**config.mk**
```make
export PLATFORM = sky130hd
export DESIGN_NAME = control_sram
export DESIGN_NICKNAME = d
export VERILOG_FILES = /design/src/rtl/control_sram.sv
export SDC_FILE = /design/constraint.sdc
export NUM_CORES = 1
export LEC_CHECK = 0
export ABC_AREA = 0
export CORE_MARGIN = 2
export CORE_UTILIZATION = 45
export DETAILED_ROUTE_END_ITERATION = 16
export DONT_BUFFER_PORTS = 1
export HOLD_SLACK_MARGIN = 0.1
export PLACE_DENSITY = 0.69
export SLEW_MARGIN = 20
export SYNTH_ARGS = -nofsm -noshare
export SYNTH_HDL_FRONTEND = slang
export SYNTH_SLANG_ARGS = --single-unit
```
**constraint.sdc**
```tcl
create_clock -name Clk -period 4 [get_ports Clk]
set_clock_uncertainty 0.1 [all_clocks]
set_input_delay 0.4 -clock Clk [delete_from_list [all_inputs] [get_ports Clk]]
set_output_delay 0.4 -clock Clk [all_outputs]
set_load 0.03 [all_outputs]
```
**src/rtl/control_sram.sv**
```systemverilog
// Write/read-back SRAM checker: writes Cuenta words of an incrementing pattern
// starting at Dir_ini, reads them back and counts mismatches (saturating).
module control_sram #(
    parameter int ANCHO_DIR  = 8,
    parameter int ANCHO_DATO = 8
) (
    input  logic                  Clk,
    input  logic                  Rst,
    input  logic                  Inicio,
    input  logic [ANCHO_DIR-1:0]  Dir_ini,
    input  logic [ANCHO_DIR-1:0]  Cuenta,
    input  logic [ANCHO_DATO-1:0] Dato_base,
    input  logic [ANCHO_DATO-1:0] Dato_s,
    output logic [ANCHO_DIR-1:0]  Dir,
    output logic [ANCHO_DATO-1:0] Dato_e,
    output logic                  We,
    output logic                  En,
    output logic                  Ocupado,
    output logic                  Listo,
    output logic [ANCHO_DATO-1:0] Num_err,
    output logic                  Error
);

    typedef enum logic [1:0] {REPOSO, ESCRIBE, LEE, FIN} estado_t;

    estado_t               estado, estado_d;
    logic [ANCHO_DIR-1:0]  indice, indice_d;
    logic [ANCHO_DIR-1:0]  dir_base, dir_base_d;
    logic [ANCHO_DIR-1:0]  cuenta_r, cuenta_d;
    logic [ANCHO_DATO-1:0] base_r, base_d;
    logic [ANCHO_DATO-1:0] patron, patron_d;
    logic [ANCHO_DIR-1:0]  dir_d;
    logic [ANCHO_DATO-1:0] dato_d;
    logic [ANCHO_DATO-1:0] num_err_d;
    logic                  we_d, en_d;
    logic                  ultimo;

    assign ultimo  = (indice == cuenta_r - 1'b1);
    assign Ocupado = (estado != REPOSO);
    assign Listo   = (estado == FIN);
    assign Error   = |Num_err;

    always_ff @(posedge Clk) begin
        if (Rst) begin
            estado   <= REPOSO;
            indice   <= '0;
            dir_base <= '0;
            cuenta_r <= '0;
            base_r   <= '0;
            patron   <= '0;
            Dir      <= '0;
            Dato_e   <= '0;
            We       <= 1'b0;
            En       <= 1'b0;
            Num_err  <= '0;
        end else begin
            estado   <= estado_d;
            indice   <= indice_d;
            dir_base <= dir_base_d;
            cuenta_r <= cuenta_d;
            base_r   <= base_d;
            patron   <= patron_d;
            Dir      <= dir_d;
            Dato_e   <= dato_d;
            We       <= we_d;
            En       <= en_d;
            Num_err  <= num_err_d;
        end
    end

    // Outputs are computed one cycle ahead so the SRAM sees registered signals.
    always_comb begin
        estado_d   = estado;
        indice_d   = indice;
        dir_base_d = dir_base;
        cuenta_d   = cuenta_r;
        base_d     = base_r;
        patron_d   = patron;
        dir_d      = Dir;
        dato_d     = Dato_e;
        we_d       = 1'b0;
        en_d       = 1'b0;
        num_err_d  = Num_err;

        case (estado)
            REPOSO: begin
                if (Inicio) begin
                    dir_base_d = Dir_ini;
                    cuenta_d   = Cuenta;
                    base_d     = Dato_base;
                    indice_d   = '0;
                    num_err_d  = '0;
                    if (Cuenta == '0) begin
                        estado_d = FIN;
                    end else begin
                        estado_d = ESCRIBE;
                        en_d     = 1'b1;
                        we_d     = 1'b1;
                        dir_d    = Dir_ini;
                        dato_d   = Dato_base;
                    end
                end
            end
            ESCRIBE: begin
                en_d = 1'b1;
                if (ultimo) begin
                    estado_d = LEE;
                    indice_d = '0;
                    dir_d    = dir_base;
                    patron_d = base_r;
                end else begin
                    we_d     = 1'b1;
                    indice_d = indice + 1'b1;
                    dir_d    = Dir + 1'b1;
                    dato_d   = Dato_e + 1'b1;
                end
            end
            LEE: begin
                if ((Dato_s != patron) && (Num_err != '1))
                    num_err_d = Num_err + 1'b1;
                if (ultimo) begin
                    estado_d = FIN;
                end else begin
                    en_d     = 1'b1;
                    indice_d = indice + 1'b1;
                    dir_d    = Dir + 1'b1;
                    patron_d = patron + 1'b1;
                end
            end
            FIN: begin
                estado_d = REPOSO;
            end
            default: estado_d = REPOSO;
        endcase
    end

endmodule

```
* Word level (Yosys, flattened, before mapping) *
Index checks and enable logic that the tools add are counted.

storage, ports and cells
  flip-flop bits (word level) = 68
  memories = 0
  RAM bits = 0
  bits in latches = 0
  bits in read-only memories = 0
  output and inout port bits = 29
  word-level logic and storage cells = 74
  input bits = 35

cells by class
  $lt $le $gt $ge = 0
  multiplexer cells = 28
  reductions and logical operators = 16
  div/mod/pow operators = 0
  bitwise operators = 0
  multiply operators = 0
  shift operators = 0
  add/sub/neg operators = 6
  equality and inequality tests = 13

operators by type and width
  cell                 number
  $mux 8               13
  $pmux 8 s2           3
  $pmux 8 s3           2
  $add 8x1->8 const B  5
  $ne 2x2->1 const B   7
  $reduce_and 3->1     4
  $eq 8x8->1           1
  $logic_not 8->1      1
  $mux 2               4
  $ne 8x8->1           1
  $ne 8x8->1 const B   1
  $pmux 2 s4           1
  $reduce_and 4->1     2
  $reduce_bool 2->1    4
  $reduce_or 8->1      1
  $sub 8x1->8 const B  1
  $eq 2x2->1 const B   2
  $mux 1               3
  $pmux 1 s3           1
  $reduce_bool 3->1    1
  $eq 2x1->1 const B   1
  $logic_not 2->1      1
  $pmux 1 s2           1
  $reduce_and 2->1     1
  $logic_and 1x1->1    1

* Logic depth before layout (Yosys ltp) *
Gate-level depths: netlist (run 1).

  word-level depth = 4
  depth in mapped cells = 11
  depth with buffers taken out = 9

* Worst setup path after synthesis (run 1) *
No wires, ideal clock.

  path kind = register to register
  from = reg cuenta_r[0]
  to = reg patron[0]
  arrival = 2729 ps
  setup time = 128 ps
  setup slack = 1044 ps
  path buffers = 1
  required time = 3772 ps
  stages on the path, launching flop included = 11
  period minus slack after synthesis = 2956 ps
  path through = dfxtp_1 inv_1 ha_1 or3b_4 or4_4 a211o_4 nor3_4 buf_6 mux2_2 a222oi_1 nor2_1

between the ends
  longest elaborated chain between the ends = 4
  elaborated cells on any way between the ends = 5
  those cells by class = add/sub: 1; eq/ne: 3; reduce/logical: 1

RTL lines
  element                              RTL line  RTL
  start, declared                      29        logic [ANCHO_DIR-1:0] cuenta_r, cuenta_d;
  start signal, assigned               60        cuenta_r <= cuenta_d;
  $sub 8x1->8 *                        38        assign ultimo = (indice == cuenta_r - 1'b1);
  $eq 8x8->1 *                         38
  $ne 2x2->1 (no source line)          --
  $reduce_and 3->1 (no source line) *  --
  end signal, assigned                 62        patron <= patron_d;
  end, declared                        31        logic [ANCHO_DATO-1:0] patron, patron_d;

Mark *: on every way between the ends. The rest lies on a longest branch, timed or not.
A chain may end at the register's enable or synchronous reset.

* Final worst setup path (run 1) *
  from = reg cuenta_r[0]
  to = reg Dato_e[2]

between the ends
  longest elaborated chain between the ends = 4

RTL lines
  element                            RTL line  RTL
  $sub 8x1->8                        38
  $eq 8x8->1                         38
  $ne 2x2->1 (no source line)        --
  $reduce_and 4->1 (no source line)  --
  end signal, assigned               64        Dato_e <= dato_d;
  end, declared                      15        output logic [ANCHO_DATO-1:0] Dato_e,

Every way passes these cells.

==> results.md, run 1 <==
- Status: finished clean
- YS warnings: 0
- First-pass GRT wire length: ~17,000 um
- Pint: approximately 0.0014 W
- Boundary Pins: 64
- Post-synth top cells: 69 x nand2_1, 68 x dfxtp_1, 43 x a21oi_1
- Worst setup margin: roughly 0.7 ns
- Cells after Synth: 480
- Avg Cell Area, Syn: 8.06 sq um
- Normalized max-slew margin: 0.291
- Area Overhead vs Synth: 12.7%
- Post-CTS resize count: 0
- Final hold violations: 0
- Post-DP HPWL: 6640 um
- Largest net degree at the start of global routing: 42
- Mapped Area: between 0.003 and 0.004 sq mm
- Top_reg_cell synth: dfxtp_1
- Max VDD drop: 216 uV
- Crit-path cells: inv_1 > ha_1 > or3b_4 > or4_4 > a211o_4 > nor3_4 > buf_4 > a21o_1 > o21ai_0 > a21oi_1
- Sw Ratio: 0.409
- Fill cells: 782
- Switching power: just under 0.001 W
- Worst Setup EP: Dato_e[2]
- Clk slew on worst S/H paths: ~0.080 ns
- Die ar.: 0.00935 sq mm
- # DRC: 0
- CTS Sinks: just under 70
- Die Width: between 90 and 100 um
- Post-Route WL: 9970 um
- Layout cell share with drive strength beyond 1: 0.0848
- GPL Wtd Cong: 0.791
- Root Buffer: clkbuf_8
- TNS Setup: 0 ns
- Final setup fails: 0
- Hold Path Origin: Cuenta[1]
- Sequential share of power: 0.421
- Comb pwr share: 0.312
- H-tree levels: 3
- Synth area leader: dfxtp_1
- Critical path peak fanout: 23
- Worst path required time: 4.19 ns
- Final period util: 0.830
- Clock Latency Late Sink: approximately 0.36 ns
- Nets: around 540
- Fraction of registers with async set/reset: 0
- Total Routing Usage GR: 0.214
- Overall Power: between 0.002 and 0.0025 W
- Buf+Inv Stages, Crit Path: 2
- Max Freq: approximately 0.30 GHz
- CP top delay family: compound AO/OA/AOI/OAI gates
- Routed Antenna Nets: 0
- RR Endpoint: Dato_e[2]
- RSZ-0062 raised after global routing: no
- Post-CTS Setup Inserts: 0
- EDFF count, synth: 0
- CP arrival: 3.51 ns
- Startpoint types: register
- Hold Crit Class: input pin to register
- Crit path kind: register to register
- CTS buffer count: 9
- DR iter-0 viols: between 200 and 300
- Starting Density: 0.468
- Unique masters post-synth: 66
- Core area: roughly 0.0083 sq mm
- Post-synthesis sequential area ratio: 0.352
- Clock Tree Buf Depth: 2
- R2R setup slack: a little under 0.7 ns
- Maxcap violations: 0
- Critical path's largest stage delay: about 0.5 ns
- R2R cell count: 10
- Slew @ Worst Pin: about 1.1 ns
- GRT Residual Overflow: 0
- Leakage: approximately 1.7 nW
- # rows: 33
- Critical-path top delay cell: or4_4
- Initial antenna violation count: 0
- Routed vias/inst: between 5 and 6
- Post-CTS Hold Fix Bufs: 24
- WP depth: 10
- Flops & latches, synth: between 60 and 70
- Worst setup EP type: register
- Most common cell in the synthesized netlist: nand2_1
- Largest cells by area after synthesis: dfxtp_1 35%, nand2_1 6.7%, a21oi_1 5.6%
- TritonCTS clock tree: done
- Critical path launch point: cuenta_r[0]
- Inserted Diodes: 0
- Syn nets: between 500 and 600
- I/O Buffers: 0
- Inst Count DP: between 500 and 600
- Finished Layout Cells: 600
- Clock share of power: 0.267
- Wire per inst: between 15 and 20 um
- Via Count: 3,585
- DP Worst Slack: 0.708 ns
- Vias in the first global route: 3,427
- Slew Viols, Final: 0
- Pre-antenna DRT Iters: 5
- Die Y: roughly 97 um
- Post-synth top area share: 0.352
- Pwr Density: 555 mW/mm^2
- Minimum clock period: 3.32 ns
- Worst reg2reg path startpoint: cuenta_r[0]
stage by stage:
| stage | utilization | area [sq um] | hold slack, ns |
|---|---|---|---|
| 6_report | 0.528 | 4360 | 0.115 |
| 5_1_grt | 0.528 | 4360 | 0.136 |
| 4_1_cts | 0.528 | 4360 | 0.105 |
| 3_5_place_dp | 0.470 | 3880 | 0.337 |
| 3_3_place_gp | 0.470 | 3880 | 0.333 |
| 2_1_floorplan | - | 3870 | 0.331 |
kinds of logic after synthesis:
kind of cell | Yosys count | synth area share
adders and majority gates | 11 | 0.0356
AOI/OAI and AO/OA | 115 | 0.204
buffers and inverters | 42 | 0.0501
muxes | 6 | 0.0165
and+or+nand+nor | 208 | 0.274
DFF | 68 | 0.352
xor gates and xnor gates | 30 | 0.0679
final cells by class:
class / instances / area (sq um) / area share
Tap cell: 105 / 131 / 0.0301
Clock inverter: 6 / 87.6 / 0.0201
Inverter: 13 / 48.8 / 0.0112
Multi-Input combinational cell: 370 / 2310 / 0.531
Timing Repair Buffer: 28 / 280 / 0.0643
Clock buffer: 10 / 138 / 0.0316
Sequential cell: 68 / 1360 / 0.312
power by group through the flow:
stage	Clock, W	Sequential (W)	Combinational [W]
detailed placement	0	0.00103	0.000718
global route	0.000679	0.00103	0.000847
global placement	0	0.00103	0.000702
CTS	0.000648	0.00102	0.000751
finish	0.000645	0.00102	0.000756
floorplan	0	0.00100	0.000604
per-layer routing:
layer / part of all wire / track usage / vias to the layer above
met1: 0.44 / 0.276 / 1736
met2: 0.49 / 0.354 / 89
met5: 0 / 0 / -
li1: - / - / 1748
met4: 0.011 / 0.0661 / 0
met3: 0.058 / 0.0506 / 12
worst reg2reg max path, stage by stage (launching register included):
cell     delay (ns)
dfxtp_1        0.35
inv_1          0.07
ha_1           0.20
or3b_4         0.40
or4_4          0.50
a211o_4        0.38
nor3_4         0.12
buf_4          0.29
a21o_1         0.49
o21ai_0        0.18
a21oi_1        0.17
worst min-delay path by stage:
stage,end,depth (start not counted)
2_1_floorplan,base_r[1],2
3_3_place_gp,dir_base[3],2
3_5_place_dp,dir_base[1],2
4_1_cts,cuenta_r[1],2
5_1_grt,cuenta_r[1],2
6_report,cuenta_r[1],2
state kept, by name, indices dropped and copies added, names as in the netlist:
name,cells
Dato_e,8
cuenta_r,8
estado,2
We,1
indice,8
base_r,8
En,1
patron,8
Dir,8
Num_err,8
dir_base,8
cells in the final DEF, fill, tap and decap left out, types with 11 or more instances in the layout:
cell,n
a21oi_1,43
and3_1,14
dfxtp_1,68
dlygate4sd3_1,23
ha_1,11
inv_1,12
nand2_1,69
nand4_1,14
nor2_1,41
nor3_1,15
o21ai_0,15
xor2_1,23
No activity file was read; power rests on OpenSTA's default activity.
==> inputs of run 2 (changes only) <==
==> constraint.sdc (replaced) <==
create_clock -name Clk -period 3.1 [get_ports Clk]
set_clock_uncertainty 0.1 [all_clocks]
set_input_delay 0.31 -clock Clk [delete_from_list [all_inputs] [get_ports Clk]]
set_output_delay 0.31 -clock Clk [all_outputs]
set_load 0.03 [all_outputs]
==> run 2 against run 1 <==
  * Clock-buffer cell count increased by 4
  * Combinational power up 46%
  * Critical path depth stayed put
  * Routed wire length increased by 1.8%
  * Largest cell class unchanged
  * Highest routed layer unchanged
==> results.md, run 2 (same netlist as run 1, synthesis figures left out) <==
- Commonest non-fill, non-tap cells in the layout: 69 x nand2_1, 67 x dfxtp_1, 43 x a21oi_1
- Starting Density: 0.468
- H-tree levels: 3
- Nets: around 550
- Total Routing Usage GR: 0.214
- Root Buffer: clkbuf_8
- DR WL met3: 670 um
- Clock share of power: 0.209
- Post-Route WL: about 10,000 um
- Status: finished clean
- Pwr Density: 679 mW/mm^2
- RR Endpoint: patron[0]
- Register Area: approximately 0.0014 sq mm
- Inserted Diodes: 0
- Layout cell share with drive strength beyond 1: 0.125
- Startpoint types: register
- Minimum clock period: between 2 and 3 ns
- Sw Ratio: 0.419
- Critical path peak fanout: 5
- TNS Setup: 0 ns
- Boundary Pins: 64
- Max Freq: 0.334 GHz
- Initial antenna violation count: 0
- R2R setup slack: ~0.11 ns
- Largest net degree at the start of global routing: 42
- Clock Tree Buf Depth: 2
- Hold depth: 2
- Hold Path Origin: Dato_base[4]
- Core area: just over 0.008 sq mm
- Inst Count DP: 571
- GPL Wtd Cong: just over 0.8
- Sequential share of power: 0.432
- R2R cell count: 10
- DP Worst Slack: approximately 0.019 ns
- Hold Crit Class: input pin to register
- Via Count: 3,710
- RSZ-0062 raised after global routing: no
- Clock Latency Late Sink: approximately 0.34 ns
- Routed Antenna Nets: 0
- Die Width: 96.7 um
- Final hold violations: 0
- Max VDD drop: a little under 300 uV
- Most common cell after layout, fill and taps aside: nand2_1
- Slew Viols, Final: 0
- Fill cells: around 810
- Area of the multi-input gates: 0.00235 sq mm
- Wl on met1: between 4000 and 5000 um
- Clk slew on worst S/H paths: around 0.07 ns
- CTS Sinks: between 60 and 70
- Leakage: 1.74 nW
- Finished Layout Cells: 618
- Max Used Layer: met4
- Comb pwr share: 0.359
- Switching power: 0.00128 W
- Pint: approximately 0.0018 W
- CP arrival: around 3.1 ns
- TritonCTS clock tree: done
- Vias in the first global route: about 3,500
- Area Overhead vs Synth: 16.0%
- Final period util: 0.966
- Final setup fails: 0
- Routed vias/inst: between 6 and 7
- WL met2: ~5100 um
- First-pass GRT wire length: 16,700 um
- Hold endpoint: Dato_e[4]
- # DRC: 0
- Pre-antenna DRT Iters: 6
- Util after Layout: 0.543
- Die ar.: just over 0.009 sq mm
- Worst setup margin: between 0.1 and 0.15 ns
- Worst reg2reg path startpoint: cuenta_r[1]
- Worst setup EP type: register
- Slew @ Worst Pin: slightly below 0.7 ns
- Maxcap violations: 0
- # rows: 33
- Crit path kind: register to register
- I/O Buffers: 0
- Wire per inst: between 15 and 20 um
- CTS buffer count: 9
- Normalized max-slew margin: 0.544
- GRT Residual Overflow: 0
- Die Y: slightly below 100 um
- Post-DP HPWL: between 6000 and 7000 um
- Worst path required time: between 3 and 4 ns
- DR iter-0 viols: 170
[run 2: cell types whose count changed in the layout (fill, tap and decap cells not counted), moves of 2 or more]
cell        before  now
inv_2            0    2
clkbuf_1         0    4
buf_4            4   18
clkinvlp_4       3    0
bufinv_16        2    0
inv_1           12   10
[run 2: power by group through the flow]
| stage | clock network [W] | registers [W] | logic [W] |
|---|---|---|---|
| 6_report | 0.000636 | 0.00132 | 0.00110 |
| 5_1_grt | 0.000688 | 0.00134 | 0.00121 |
| 4_1_cts | 0.000652 | 0.00131 | 0.00106 |
| 3_5_place_dp | 0 | 0.00133 | 0.00102 |
| 3_3_place_gp | 0 | 0.00133 | 0.000991 |
| 2_1_floorplan | 0 | 0.00129 | 0.000779 |
[run 2: layout make-up]
class,count,area share
Clock buffer,14,0.0340
Clock inverter,2,0.00223
Inverter,13,0.0109
Multi-Input combinational cell,370,0.524
Sequential cell,68,0.304
Tap cell,105,0.0293
Timing Repair Buffer,46,0.0962
[run 2: how the worst max path moves through the flow]
stage | start | to | slack [ns]
finish | cuenta_r[1] | patron[0] | 0.11
global route | cuenta_r[1] | patron[0] | 0.006
CTS | cuenta_r[1] | patron[0] | 0.01
detailed placement | cuenta_r[1] | patron[0] | 0.02
global placement | cuenta_r[1] | patron[0] | 0.08
floorplan | cuenta_r[0] | patron[0] | 0.14
[run 2: per-stage QoR]
step,cell area (sq um),total power [W],hold WS [ns]
6_report,4490,0.00305,0.118
5_1_grt,4490,0.00324,0.120
4_1_cts,4400,0.00303,0.101
3_5_place_dp,3980,0.00236,0.287
3_3_place_gp,3980,0.00232,0.284
2_1_floorplan,3870,0.00207,0.331
[run 2: layer usage]
| layer | track usage | vias to the layer above |
|---|---|---|
| met5 | 0 | - |
| met4 | 0.0834 | 0 |
| met3 | 0.0390 | 9 |
| met2 | 0.373 | 141 |
| met1 | 0.261 | 1772 |
| li1 | - | 1788 |
[run 2: worst max-delay path: stages (launching register included)]
cell and delay [ns]:
dfxtp_2 0.34, inv_2 0.06, ha_4 0.13, or3b_4 0.38, or4_4 0.43, a211o_4 0.37
nor3_4 0.24, buf_6 0.15, mux2_2 0.32, a222oi_1 0.26, nor2_1 0.08
[run 2: what timing repair did]
action,CTS,global route
hold buffers,25,0
buffers inserted,0,5
endpoints found under the setup margin,0,20
endpoints found under the hold margin,44,0
resized for setup,0,13
==> inputs of run 3 (changes only) <==
--- a/config.mk
+++ b/config.mk
@@ -8,6 +8,7 @@
 export ABC_AREA = 0
 export CORE_MARGIN = 2
 export CORE_UTILIZATION = 45
+export CTS_BUF_LIST = sky130_fd_sc_hd__clkbuf_16
 export DETAILED_ROUTE_END_ITERATION = 16
 export DONT_BUFFER_PORTS = 1
 export HOLD_SLACK_MARGIN = 0.1
==> run 3 against run 2 <==
  * Non-clock buffer count down 2
  * Routed wire length up 2.4%
  * Sequential power barely moved
  * Cell count down 0.32%
  * Clock power is 39% higher
  * Critical path type unchanged
  * Register-to-register slack got worse by 0.03 ns
  * Clock-buffer cell count decreased by 5
  * Maximum frequency down 0.98%
  * Sequential share of layout area fell by 0.54 points
  * Die area unchanged
==> results.md, run 3 (same netlist as run 1, synthesis figures left out) <==
- Status: finished clean
- First-pass GRT wire length: 17,000 um
- Slew @ Worst Pin: ~0.70 ns
- Die Width: 96.7 um
- Max VDD drop: between 300 and 400 uV
- Commonest non-fill, non-tap cells in the layout: 69 x nand2_1, 66 x dfxtp_1, 43 x a21oi_1
- Starting Density: 0.468
- Routed vias/inst: 6.01
- Clock Tree Buf Depth: 2
- Boundary Pins: 64
- Final setup fails: 0
- Largest net degree at the start of global routing: between 40 and 50
- CTS Sinks: 68
- Via Count: between 3,000 and 4,000
- Inserted Diodes: 0
- Worst setup EP type: register
- # rows: 33
- Initial antenna violation count: 0
- Minimum clock period: 3.02 ns
- Die ar.: just over 0.009 sq mm
- Worst path required time: 3.20 ns
- Startpoint types: register
- Final period util: 0.976
- Root Buffer: clkbuf_16
- TritonCTS clock tree: done
- Nets: 552
- CP arrival: between 3 and 4 ns
- Maxcap violations: 0
- Util after Layout: 0.554
- Crit path kind: register to register
- I/O Buffers: 0
- Critical path peak fanout: 6
- Slew Viols, Final: 0
- Post-Route WL: a little over 10,000 um
- Fill cells: roughly 800
- # DRC: 0
- Pre-antenna DRT Iters: 5
- Area Overhead vs Synth: 18.2%
- GRT Residual Overflow: 0
- Layout cell share with drive strength beyond 1: 0.123
- Overall Power: 0.00330 W
- Vias in the first global route: between 3,000 and 4,000
- CTS buffer count: 9
- Die Y: around 97 um
- DP Worst Slack: roughly 0.019 ns
- H-tree levels: 3
- DR iter-0 viols: 237
- Max Freq: roughly 0.33 GHz
- Clk slew on worst S/H paths: 0.06 ns
- Hold Crit Class: input pin to register
- Most common cell after layout, fill and taps aside: nand2_1
- Normalized max-slew margin: 0.531
- Wire per inst: ~17 um
- Final hold violations: 0
- GPL Wtd Cong: 0.826
- Worst setup margin: about 0.076 ns
- Leakage: 1.79 nW
- Core area: between 0.008 and 0.009 sq mm
- Total Routing Usage GR: 0.218
- Post-DP HPWL: around 6800 um
- Pwr Density: between 700 and 800 mW/mm^2
- Clock Latency Late Sink: 0.32 ns
- Routed Antenna Nets: 0
==> run 3: cell count changes in the layout (fill, tap and decap cells not counted), moves of 2 or more <==
| cell | change |
|---|---|
| clkbuf_8 | -10 |
| clkbuf_16 | +9 |
| clkbuf_1 | -4 |
| inv_1 | +4 |
| buf_4 | -2 |
==> run 3: worst max-delay path, cell delays in order (launching register included) <==
cell	delay, ns
dfxtp_2	0.34
inv_2	0.06
ha_4	0.13
or3b_4	0.38
or4_4	0.43
a211o_4	0.37
nor3_4	0.24
buf_6	0.16
mux2_2	0.32
a222oi_1	0.27
nor2_1	0.08
==> run 3: repair_timing <==
action / 4_1_cts / 5_1_grt
setup endpoints to repair: 0 / 19
hold buffers: 25 / 0
buffers inserted: 0 / 3
gates resized for setup: 0 / 16
endpoints found under the hold margin: 41 / 0
==> run 3: final cells by class <==
cell class,instances,area [sq um],area share
sequential,68,1360,0.298
tap,105,131,0.0287
clock inverter,7,28.8,0.00629
multi-input combinational,370,2360,0.516
clock buffer,9,225,0.0492
timing repair buffer,44,417,0.0911
inverter,13,48.8,0.0107
==> run 3: final timing paths <==
kind | from | to | slack (ns) | cells after the start
max | cuenta_r[1] | patron[0] | 0.08 | 10
min | Dir_ini[6] | Dir[6] | 0.11 | 2
max reg2reg | cuenta_r[1] | patron[0] | 0.08 | 10
min reg2reg | dir_base[4] | dir_base[4] | 0.35 | 2
==> run 3: where the power goes <==
group          internal [W]  switching (W)  total, W
Clock              0.000523       0.000360  0.000884
Combinational      0.000445       0.000653   0.00110
Sequential          0.00102       0.000305   0.00132
Total               0.00198        0.00132   0.00330
==> run 3: metrics by stage <==
step                      setup TNS [ns]  std cells  hold WS [ns]  area [sq um]
after CTS                              0        612         0.109          4490
final                                  0        616         0.113          4570
after global routing             -0.0118        616         0.123          4570
after floorplan                        0        480         0.331          3870
after detailed placement               0        571         0.287          3980
after global placement                 0        571         0.284          3980
==> run 3: routing by layer <==
metal | vias up | track usage | share of wire
met5 | - | 0 | 0
met4 | 0 | 0.0780 | 0.021
met3 | 18 | 0.0419 | 0.054
met2 | 112 | 0.381 | 0.49
met1 | 1792 | 0.266 | 0.44
li1 | 1778 | - | -
